### src/rtl/mem_bus_arb.sv
// Two-master round-robin arbiter for the picorv32 native memory bus; a granted transfer holds the bus until the slave completes it.
// Optional transfer timeout: define MEMARB_TIMEOUT_EN.
module mem_bus_arb #(
  parameter int          TIMEOUT   = 1024,
  parameter logic [31:0] ERR_RDATA = 32'hDEADBEEF
) (
  input  logic        clk,
  input  logic        rst_n,

  input  logic        m0_mem_valid,
  output logic        m0_mem_ready,
  input  logic [31:0] m0_mem_addr,
  input  logic [31:0] m0_mem_wdata,
  input  logic [3:0]  m0_mem_wstrb,
  output logic [31:0] m0_mem_rdata,

  input  logic        m1_mem_valid,
  output logic        m1_mem_ready,
  input  logic [31:0] m1_mem_addr,
  input  logic [31:0] m1_mem_wdata,
  input  logic [3:0]  m1_mem_wstrb,
  output logic [31:0] m1_mem_rdata,

  output logic        s_mem_valid,
  input  logic        s_mem_ready,
  output logic [31:0] s_mem_addr,
  output logic [31:0] s_mem_wdata,
  output logic [3:0]  s_mem_wstrb,
  input  logic [31:0] s_mem_rdata,

  output logic        bus_err
);

  typedef enum logic [1:0] {
    IDLE = 2'd0,
    GNT0 = 2'd1,
    GNT1 = 2'd2
  } state_e;

  state_e      state_q, state_d;
  logic        last_gnt_q, last_gnt_d;

  logic        gnt_m1;
  logic        req_valid;
  logic        done;
  logic [31:0] resp_rdata;

`ifdef MEMARB_TIMEOUT_EN
  localparam int             CNT_W    = (TIMEOUT > 1) ? $clog2(TIMEOUT) : 1;
  localparam logic [CNT_W-1:0] CNT_LAST = CNT_W'(TIMEOUT - 1);

  logic [CNT_W-1:0] cnt_q, cnt_d;
`else
  logic unused_cfg;
  assign unused_cfg = ^{TIMEOUT, ERR_RDATA};
`endif

  always_comb begin
    state_d      = state_q;
    last_gnt_d   = last_gnt_q;
    s_mem_valid  = 1'b0;
    s_mem_addr   = '0;
    s_mem_wdata  = '0;
    s_mem_wstrb  = '0;
    m0_mem_ready = 1'b0;
    m0_mem_rdata = '0;
    m1_mem_ready = 1'b0;
    m1_mem_rdata = '0;
    bus_err      = 1'b0;
    done         = 1'b0;
    resp_rdata   = '0;
    gnt_m1       = (state_q == GNT1);
    req_valid    = gnt_m1 ? m1_mem_valid : m0_mem_valid;
`ifdef MEMARB_TIMEOUT_EN
    cnt_d        = cnt_q;
`endif

    case (state_q)
      IDLE: begin
`ifdef MEMARB_TIMEOUT_EN
        cnt_d = '0;
`endif
        // On contention the master not served last wins.
        if (m0_mem_valid && (!m1_mem_valid || last_gnt_q)) begin
          state_d = GNT0;
        end else if (m1_mem_valid) begin
          state_d = GNT1;
        end
      end

      GNT0, GNT1: begin
        s_mem_valid = req_valid;
        s_mem_addr  = gnt_m1 ? m1_mem_addr  : m0_mem_addr;
        s_mem_wdata = gnt_m1 ? m1_mem_wdata : m0_mem_wdata;
        s_mem_wstrb = gnt_m1 ? m1_mem_wstrb : m0_mem_wstrb;

        // A master withdrawing its request is treated as an abort, not a serve.
        if (!req_valid) begin
          state_d = IDLE;
        end else if (s_mem_ready) begin
          done       = 1'b1;
          resp_rdata = s_mem_rdata;
`ifdef MEMARB_TIMEOUT_EN
        end else if (cnt_q == CNT_LAST) begin
          done        = 1'b1;
          resp_rdata  = ERR_RDATA;
          bus_err     = 1'b1;
          s_mem_valid = 1'b0;
        end else begin
          cnt_d = cnt_q + CNT_W'(1);
`endif
        end

        if (done) begin
          state_d    = IDLE;
          last_gnt_d = gnt_m1;
        end
      end

      default: state_d = IDLE;
    endcase

    m0_mem_ready = done & ~gnt_m1;
    m1_mem_ready = done &  gnt_m1;
    m0_mem_rdata = (done & ~gnt_m1) ? resp_rdata : '0;
    m1_mem_rdata = (done &  gnt_m1) ? resp_rdata : '0;
  end

  always_ff @(posedge clk or negedge rst_n) begin
    if (!rst_n) begin
      state_q    <= IDLE;
      last_gnt_q <= 1'b1;
`ifdef MEMARB_TIMEOUT_EN
      cnt_q      <= '0;
`endif
    end else begin
      state_q    <= state_d;
      last_gnt_q <= last_gnt_d;
`ifdef MEMARB_TIMEOUT_EN
      cnt_q      <= cnt_d;
`endif
    end
  end

endmodule

### config.mk
export PLATFORM = sky130hd
export DESIGN_NAME = mem_bus_arb
export DESIGN_NICKNAME = d
export VERILOG_FILES = /design/src/rtl/mem_bus_arb.sv
export SDC_FILE = /design/constraint.sdc
export NUM_CORES = 1
export LEC_CHECK = 0
export ABC_AREA = 1
export BUFFER_PORTS_ARGS = -buffer_cell sky130_fd_sc_hd__buf_2
export CORE_AREA = 2 2 120 122
export DETAILED_ROUTE_END_ITERATION = 10
export DIE_AREA = 0 0 122 124
export PLACE_DENSITY_LB_ADDON = 0.15
export SETUP_SLACK_MARGIN = 0.02
export SYNTH_ARGS = -nofsm -noshare
export SYNTH_HDL_FRONTEND = slang
export SYNTH_SLANG_ARGS = --single-unit
### constraint.sdc
create_clock -name clk -period 1.6 [get_ports clk]
set_input_delay 0.16 -clock clk [delete_from_list [all_inputs] [get_ports clk]]
set_output_delay 0.16 -clock clk [all_outputs]
set_load 0.1 [all_outputs]
==> summary.md, run 1 <==
| Metric | Value |
|---|---|
| Ant. Diodes | 0 |
| Die area | ~15000 um2 |
| Initial antenna violation count | 0 |
| Simple-gate share of the synthesized area | roughly 53% |
| Violated checks | setup timing |
| Die width | 122 um |
| Worst-path clk slew | approximately 0.030 ns |
| Syn Area/Cell | around 4.7 um2 |
| Placed insts | 849 |
| CP Class | flip-flop to output port |
| Final non-filler cell total | approximately 900 |
| Final-report max-slew violation count | 0 |
| Worst setup SP type | flip-flop |
| Global placer's final weighted congestion | 0.741 |
| Clk buf depth | 2 |
| Req. time, crit path | 1.44 ns |
| Port buffer count | a little over 300 |
| Fin Setup TNS | -48.83 ns |
| Core Region | around 14000 um2 |
| Post-Place Cell Area | 6660 um2 |
| Worst Skew | ~0.0009 ns |
| Final WL | about 15000 um |
| Drt pass-1 iters | 4 |
| Clock latency on the worst-skew pair | approximately 0.22 ns |
| Post-synthesis adder-cell area fraction | 1.46% |
| Syn nets | around 540 |
| Area Growth Syn to Fin | 376% |
| Final number of hold-violating endpoints | 0 |
| Detail Placement HPWL | just over 10000 um |
| Share of cells above drive strength 1 | about nine tenths |
| CTS HTree Levels | 1 |
| Root Buffer | clkbuf_16 |
| First-pass GRT wire length | ~22000 um |
| CP Data Arrival Time | between 1.5 and 2 ns |
| Vias post-DR | around 3700 |
| Setup slack after layout | -0.442 ns |
| Vias per cell | about 4.2 |
| Max cap viols | 0 |
| Post-route cell area | 8150 um2 |
| Post-DRT Antenna Nets | 0 |
| CTS Buf Count | 3 |
| Vias in the first global route | approximately 4000 |
| CTS tree | yes |
| #FFs+latches synth | 3 |
| DRC errors left | 0 |
| Rows | 43 |
| Fmax | slightly below 500 MHz |
| Post-synthesis mux area share | 0% |
| Filler cell count | approximately 1100 |
| Hold Crit Class | input port to flip-flop |
| DRT iter0 DRCs | 66 |
| Final setup viols | around 140 |
| Largest net degree at the start of global routing | 24 |
| IO Count | between 300 and 400 |
| Initial Util | 12.5% |
| Tcrit/Tclk final | 128% |
| Compound-gate portion of the synthesized area | between 20 and 25% |
| GRT Util Overall | 18.4% |
| Status | finished, violations left |
| Fin util | a little under 60% |
| Main combinational cell family by area after synthesis | simple AND/OR/NAND/NOR gates |
| Post-synthesis sequential area ratio | around 4.5% |
| GRT overflow | 0 |
| Nets | roughly 880 |
| Distinct cells, synth | 22 |
| Post-Synth XOR/XNOR Area | 0% |
| Mapped Area | between 1500 and 2000 um2 |
| Drt wl/cell | roughly 17 um |
| CTS Sinks | 3 |
| RSZ-0062 raised after global routing | true |
| Post-Syn Instances | ~370 |
| CP max FO | 8 |
| Fin crit period | around 2 ns |
| Crit end category | output port |
| Die span in y | ~120 um |
| Number of synthesis warnings | 0 |
cell usage after synthesis:
library cell | count | area share (%)
clkbuf_1 | 12 | 2.6
clkbuf_2 | 1 | 0.29
dfstp_2 | 1 | 1.5
nand2_2 | 1 | 0.37
nand3_4 | 2 | 2.0
dfrtp_1 | 2 | 2.9
inv_4 | 1 | 0.37
inv_1 | 41 | 9.0
buf_6 | 9 | 5.9
nor2_1 | 192 | 42
o21ai_0 | 65 | 19
buf_4 | 2 | 0.88
nor2_2 | 11 | 4.0
nor2_4 | 1 | 0.66
conb_1 | 1 | 0.22
nand3_1 | 3 | 0.88
ha_1 | 2 | 1.5
nand2_1 | 11 | 2.4
nand2_4 | 1 | 0.66
o21ai_1 | 3 | 0.88
buf_2 | 5 | 1.5
a21oi_1 | 1 | 0.29
stage by stage:
stage,setup WS (ns),hold slack [ns]
final,-0.442,0.230
after global routing,-0.514,0.272
after detailed placement,-0.245,-0.0434
after floorplan,-0.955,-0.136
after CTS,-0.437,0.230
after global placement,-0.216,-0.0428
timing repair:
action                                  4_1_cts  5_1_grt
gates cloned                                 16        3
endpoints found under the hold margin         3        0
hold buffers                                  1        0
pin swaps                                    35       18
setup buffers                                 9        5
endpoints found under the setup margin      135      135
gates resized for setup                     209       48
cells by family (layout without fill, tap and decap cells):
group	after synthesis	after routing
simple gates	222	222
compound gates	69	69
other cells	1	1
fa+ha+maj	2	2
buf+inv	71	406
flops	3	3
cell usage in the layout, fill, tap and decap left out, types with 3 or more instances in the layout:
cell       netlist  routed
o21ai_4          0      36
buf_12           0     151
clkbuf_16        0       6
nor2_2          11      32
o21ai_2          0      29
nor2_1         192      21
inv_1           41      37
buf_4            2       9
o21ai_1          3       3
nand2_1         11      11
nor2_4           1     151
buf_16           0      14
buf_2            5     172
nand3_1          3       3
buf_6            9       6
path summary, 6_finish.rpt:
path,startpoint,to,slack [ns],depth (start not counted)
setup reg to reg,state_q[1],last_gnt_q,0.13,7
max in group asynchronous,rst_n,last_gnt_q,1.15,2
hold / removal,m1_mem_valid,state_q[1],0.23,3
hold reg to reg,last_gnt_q,last_gnt_q,0.48,2
setup / recovery,state_q[0],s_mem_addr[5],-0.44,9
min in group asynchronous,rst_n,state_q[1],0.26,2
routing by layer:
| layer | vias to the layer above | track usage, % | share of wire [%] |
|---|---|---|---|
| li1 | 1803 | - | - |
| met1 | 1734 | 19.2 | 32 |
| met2 | 189 | 37.2 | 57 |
| met3 | 18 | 3.53 | 8.3 |
| met4 | 0 | 4.67 | 2.0 |
| met5 | - | 0 | 0 |
critical path: stages, from the launching register on:
cell       delay (ns)
dfrtp_1          0.37
inv_2            0.11
ha_4             0.18
buf_8            0.17
inv_16           0.07
buf_6            0.13
bufbuf_16        0.27
nor2_4           0.11
nor2_4           0.06
buf_12           0.16
cell type report:
type / instances / area (um2) / area share (%)
Clock buffer: 4 / 78.8 / 0.967
Inverter: 42 / 181 / 2.23
Multi-Input combinational cell: 294 / 3010 / 36.9
Sequential cell: 3 / 76.3 / 0.936
Tap cell: 180 / 225 / 2.76
Timing Repair Buffer: 360 / 4580 / 56.2
state kept, by name (all words and copies together) (netlist names):
name / flops
state_q: 2
last_gnt_q: 1
Power of run 1 is left out: the tool's default activity adds up to more than one toggle a clock period on the data nets, which glitch-free logic cannot reach.
==> inputs of run 2 (changes only) <==
--- a/config.mk
+++ b/config.mk
@@ -7,9 +7,11 @@
 export LEC_CHECK = 0
 export ABC_AREA = 1
 export BUFFER_PORTS_ARGS = -buffer_cell sky130_fd_sc_hd__buf_2
-export CORE_AREA = 2 2 120 122
+export CELL_PAD_IN_SITES_DETAIL_PLACEMENT = 0
+export CELL_PAD_IN_SITES_GLOBAL_PLACEMENT = 1
+export CORE_ASPECT_RATIO = 0.7
+export CORE_UTILIZATION = 13
 export DETAILED_ROUTE_END_ITERATION = 10
-export DIE_AREA = 0 0 122 124
 export PLACE_DENSITY_LB_ADDON = 0.15
 export SETUP_SLACK_MARGIN = 0.02
 export SYNTH_ARGS = -nofsm -noshare
==> summary.md, run 2 (synthesized netlist as in run 1, its figures left out) <==
| Metric | Value |
|---|---|
| Status | finished, violations left |
| Violated checks | DRC, setup timing |
| CP Cell Sequence | inv_2, ha_4, nand2_2, nor2_4, nand3_4, buf_12, nor2_4, buf_12 |
| Die width | about 140 um |
| CP Class | flip-flop to output port |
| DRT iter0 DRCs | approximately 80 |
| Largest Register | state_q |
| Fin Setup TNS | -51.28 ns |
| Req. time, crit path | 1.44 ns |
| Area Growth Syn to Fin | 325% |
| Drt wl/cell | about 15 um |
| Final-report max-slew violation count | 0 |
| Initial antenna violation count | 0 |
| Initial Util | between 10 and 15% |
| RSZ-0062 raised after global routing | true |
| Global placer's final weighted congestion | a little under 0.8 |
| Tcrit/Tclk final | 127% |
| CP max FO | 14 |
| Largest net degree at the start of global routing | around 50 |
| Final WL | ~13000 um |
| Largest regs | state_q: 2 flops, last_gnt_q: 1 flops |
| Share of cells above drive strength 1 | about nine tenths |
| Clock latency on the worst-skew pair | 0.22 ns |
| Clk buf depth | 2 |
| First-pass GRT wire length | approximately 18000 um |
| Setup slack after layout | -0.433 ns |
| Worst Skew | 0.00108 ns |
| Vias in the first global route | between 3000 and 4000 |
| IO Count | a little over 300 |
| Crit end category | output port |
| Ant. Diodes | 0 |
| Fmax | around 490 MHz |
| CTS tree | yes |
| Vias per cell | around 4.2 |
| Nets | between 800 and 900 |
| GRT Util Overall | around 16% |
| GRT overflow | 0 |
| Commonest non-fill, non-tap cell in the layout | buf_2 |
| Fin crit period | approximately 2 ns |
| Root Buffer | clkbuf_16 |
| Post-DRT Antenna Nets | 0 |
| DRC errors left | 17 |
| CTS HTree Levels | 1 |
| Largest register FFs | 2 |
| Port buffer count | 307 |
| Hold Crit Class | input port to flip-flop |
| Die area | around 14000 um2 |
| Rows | 34 |
| Max incr delay on CP | approximately 0.4 ns |
| Worst-path clk slew | 0.03 ns |
| Vias post-DR | 3521 |
| Final number of hold-violating endpoints | 0 |
| Detail Placement HPWL | 9770 um |
| Die span in y | between 90 and 100 um |
| Worst path slowest cell | dfrtp_1 |
| Core Region | 12600 um2 |
| Max cap viols | 0 |
| CP Data Arrival Time | 1.87 ns |
| CTS Buf Count | 3 |
| Commonest non-fill, non-tap cells in the layout | buf_2 (172), buf_12 (148), nor2_4 (142) |
| Drt pass-1 iters | 8 |
| Worst setup SP type | flip-flop |
| Final setup viols | roughly 140 |
| CTS Sinks | 3 |
run 2: metrics by stage:
step                      instance area, um2  hold WS [ns]  cells  utilization (%)  setup slack (ns)
final                                   7270         0.228    842             57.5            -0.433
after detailed placement                6580       -0.0395    825             52.1            -0.286
after floorplan                         2870        -0.136    368                -            -0.955
after CTS                               6770         0.225    830             53.6            -0.429
after global routing                    7270         0.260    842             57.5            -0.516
after global placement                  6580       -0.0420    825             52.1            -0.243
run 2: area by class of cell:
| class | instances | area (um2) |
|---|---|---|
| inverters | 42 | 170 |
| repair buffers | 337 | 4070 |
| well taps | 162 | 203 |
| multi-input cells | 294 | 2680 |
| clock buffers | 4 | 78.8 |
| flip-flops and latches | 3 | 76.3 |
| fillers | 1117 | 5370 |
run 2: worst paths after layout:
path	startpoint	end	slack, ns	cells after the start
worst min register to register	last_gnt_q	last_gnt_q	0.46	2
worst min-delay path	m1_mem_valid	state_q[1]	0.23	3
min in group asynchronous	rst_n	state_q[0]	0.29	2
max in group asynchronous	rst_n	last_gnt_q	1.12	2
worst max register to register	state_q[1]	state_q[1]	-0.10	11
worst max-delay path	state_q[1]	m1_mem_rdata[10]	-0.43	8
run 2: per-layer routing:
metal,track usage [%],wire [um]
met5,0,0
met3,4.46,1030
met1,17.1,4510
met4,4.87,233
met2,31.5,6740
run 2: timing repair:
action                     in CTS  in global routing
setup endpoints to repair     137                137
hold endpoints to repair        3                  0
gates resized for setup        41                136
hold buffers                    1                  0
cloned                          0                  8
setup buffers                   0                  4
pin swaps                       0                 11
run 2: critical path: cells and delay by family, from the launching register on:
kind / cells / cell delay [ns]
fa+ha+maj: 1 / 0.27
simple gates: 4 / 0.49
buf+inv: 3 / 0.45
flops: 1 / 0.41
Power of run 2 is left out for the same reason.
==> inputs of run 3 (changes only) <==
==> config.mk (replaced) <==
export PLATFORM = sky130hd
export DESIGN_NAME = mem_bus_arb
export DESIGN_NICKNAME = d
export VERILOG_FILES = /design/src/rtl/mem_bus_arb.sv
export SDC_FILE = /design/constraint.sdc
export NUM_CORES = 1
export LEC_CHECK = 0
export BUFFER_PORTS_ARGS = -buffer_cell sky130_fd_sc_hd__buf_2
export CELL_PAD_IN_SITES_DETAIL_PLACEMENT = 0
export CELL_PAD_IN_SITES_GLOBAL_PLACEMENT = 1
export CORE_AREA = 2 2 119 121
export DETAILED_ROUTE_END_ITERATION = 10
export DIE_AREA = 0 0 121 123
export PLACE_DENSITY_LB_ADDON = 0.1
export SETUP_SLACK_MARGIN = 0.02
export SYNTH_ARGS = -nofsm -noshare
export SYNTH_HDL_FRONTEND = slang
export SYNTH_SLANG_ARGS = --single-unit
==> summary.md, run 3 <==
| Metric | Value |
|---|---|
| Initial Util | 13.8% |
| CP Cell Sequence | inv_2, ha_4, buf_6, and4_4, buf_12, and2_4, buf_12 |
| Final WL | 12100 um |
| Die width | around 120 um |
| Drt wl/cell | 15.9 um |
| #FFs+latches synth | 3 |
| Status | finished, violations left |
| Syn nets | 425 |
| First-pass GRT wire length | approximately 17000 um |
| Final setup viols | around 140 |
| Number of synthesis warnings | 0 |
| Max incr delay on CP | 0.38 ns |
| Number of enable flip-flop cells after synthesis | 0 |
| CP max FO | 15 |
| Multi-input logic area | a little over 3000 um2 |
| Share of cells above drive strength 1 | 96.7% |
| GRT Util Overall | 14.2% |
| Clock latency on the worst-skew pair | 0.22 ns |
| Initial antenna violation count | 0 |
| CTS Buf Count | 3 |
| Max cap viols | 0 |
| Async SR Flop Fraction | 100% |
| Vias per cell | between 4 and 5 |
| Nets | between 700 and 800 |
| Vias post-DR | approximately 3100 |
| Mapped Area | around 1900 um2 |
| Post-synthesis sequential area ratio | around 4.1% |
| Cell taking the most area after synthesis | mux2i_1 |
| Worst slack at placement | -0.165 ns |
| Drt pass-1 iters | 4 |
| Largest regs | state_q: 2 flops, last_gnt_q: 1 flops |
| Req. time, crit path | 1.44 ns |
| Post-Syn Instances | between 200 and 300 |
| Crit-path most repeated cell | buf_12 |
| IO Count | 309 |
| CP Class | flip-flop to output port |
| Commonest non-fill, non-tap cell in the layout | buf_2 |
| Hold_ws | ~0.25 ns |
| Fin Setup TNS | -42.00 ns |
| Fin crit period | slightly below 2 ns |
| Final-report max-slew violation count | 0 |
| Synth area leaders | mux2i_1 (37%), nor2b_1 (23%), and2_1 (21%) |
| Largest register FFs | 2 |
| CTS Sinks | 3 |
| CTS tree | yes |
| Core Region | about 14000 um2 |
| Detail Placement HPWL | between 9000 and 10000 um |
| Fmax | 513 MHz |
| DRC errors left | 0 |
| Largest Register | state_q |
| DRT iter0 DRCs | 44 |
| CP Data Arrival Time | about 1.8 ns |
| Port buffer count | about 310 |
| Post-DRT Antenna Nets | 0 |
| Syn Area/Cell | approximately 7.5 um2 |
| Global placer's final weighted congestion | ~0.75 |
| Worst Skew | between 0.00004 and 0.00005 ns |
| Worst path slowest cell | dfrtp_1 |
| Setup slack after layout | -0.348 ns |
| Hold Crit Class | input port to flip-flop |
| Buf/Inv on CP | 4 |
| Largest net degree at the start of global routing | 33 |
| Distinct cells, synth | 25 |
| Flip-flop and latch area | between 70 and 80 um2 |
| Cell family with most CP delay | buffers and inverters |
| Top-area cell type share of the netlist area | between 30 and 40% |
| Violated checks | setup timing |
| Commonest non-fill, non-tap cells in the layout | buf_2 (172), buf_12 (146), nor2b_4 (69) |
| Worst setup SP type | flip-flop |
| Filler cell count | roughly 1100 |
| Tcrit/Tclk final | 122% |
| Area Growth Syn to Fin | 309% |
| Ys flop type | dfrtp_1 |
| Die span in y | 123 um |
| CTS HTree Levels | 1 |
| Clk buf depth | 2 |
| Rows | 43 |
| Post-synth top cells | mux2i_1 (69), nor2b_1 (69), and2_1 (64) |
| Vias in the first global route | ~3100 |
| RSZ-0062 raised after global routing | true |
| Root Buffer | clkbuf_16 |
| Crit end category | output port |
| Die area | 14900 um2 |
| Ant. Diodes | 0 |
| GRT overflow | 0 |
| Worst-path clk slew | approximately 0.030 ns |
| Final number of hold-violating endpoints | 0 |
-- run 3: cell types whose count changed after synthesis, sizes merged, moves of 12 or more --
cell | before | now
nor2b | 0 | 69
mux2i | 0 | 69
nand2 | 13 | 1
nor2 | 204 | 3
inv | 42 | 3
o21ai | 68 | 0
and2 | 0 | 64
-- run 3: layout make-up --
cell class,instances,share of cell area [%]
multi-input combinational,221,39.6
sequential,3,0.992
tap,180,2.93
clock buffer,4,1.02
timing repair buffer,350,55.3
inverter,3,0.146
-- run 3: tightest hold or removal path, stage by stage --
cell and delay, ns:
buf_2 0.13, nand3_1 0.07, o21bai_1 0.06
-- run 3: what timing repair did --
item | in CTS | in global routing
setup endpoints to repair | 137 | 137
hold buffers | 1 | 0
pin swaps | 6 | 7
setup buffers | 7 | 5
cloned | 4 | 5
hold endpoints to repair | 3 | 0
gates resized for setup | 77 | 55
-- run 3: cell families after synthesis --
group / count (synthesis) / share of synthesized area, %
and+or+nand+nor: 142 / 46.9
muxes: 69 / 36.7
buffers and inverters: 26 / 8.11
AOI/OAI and AO/OA: 7 / 2.73
DFF: 3 / 4.06
adders and majority gates: 2 / 1.33
other: 1 / 0.199
-- run 3: path summary, 6_finish.rpt --
path | from | to | cells past startpoint | slack [ns]
setup / recovery | state_q[0] | m1_mem_rdata[29] | 7 | -0.35
hold / removal | m1_mem_valid | state_q[1] | 3 | 0.25
setup reg to reg | state_q[0] | state_q[1] | 7 | -0.09
hold reg to reg | last_gnt_q | last_gnt_q | 2 | 0.57
max in group asynchronous | rst_n | last_gnt_q | 2 | 1.11
min in group asynchronous | rst_n | state_q[0] | 2 | 0.30
-- run 3: stage by stage --
step                utilization [%]  instances  cell area (um2)
floorplan                         -        250             2710
global placement               48.1        736             6550
detailed placement             48.1        736             6550
CTS                            52.8        751             7180
global route                   56.5        761             7690
finish                         56.5        761             7690
-- run 3: routing by layer --
metal  wire length (um)  GRT usage, %
met1               3810          13.9
met2               7050          29.7
met3               1090          3.55
met4                155          2.91
met5                  0             0
Power of run 3 is left out for the same reason.
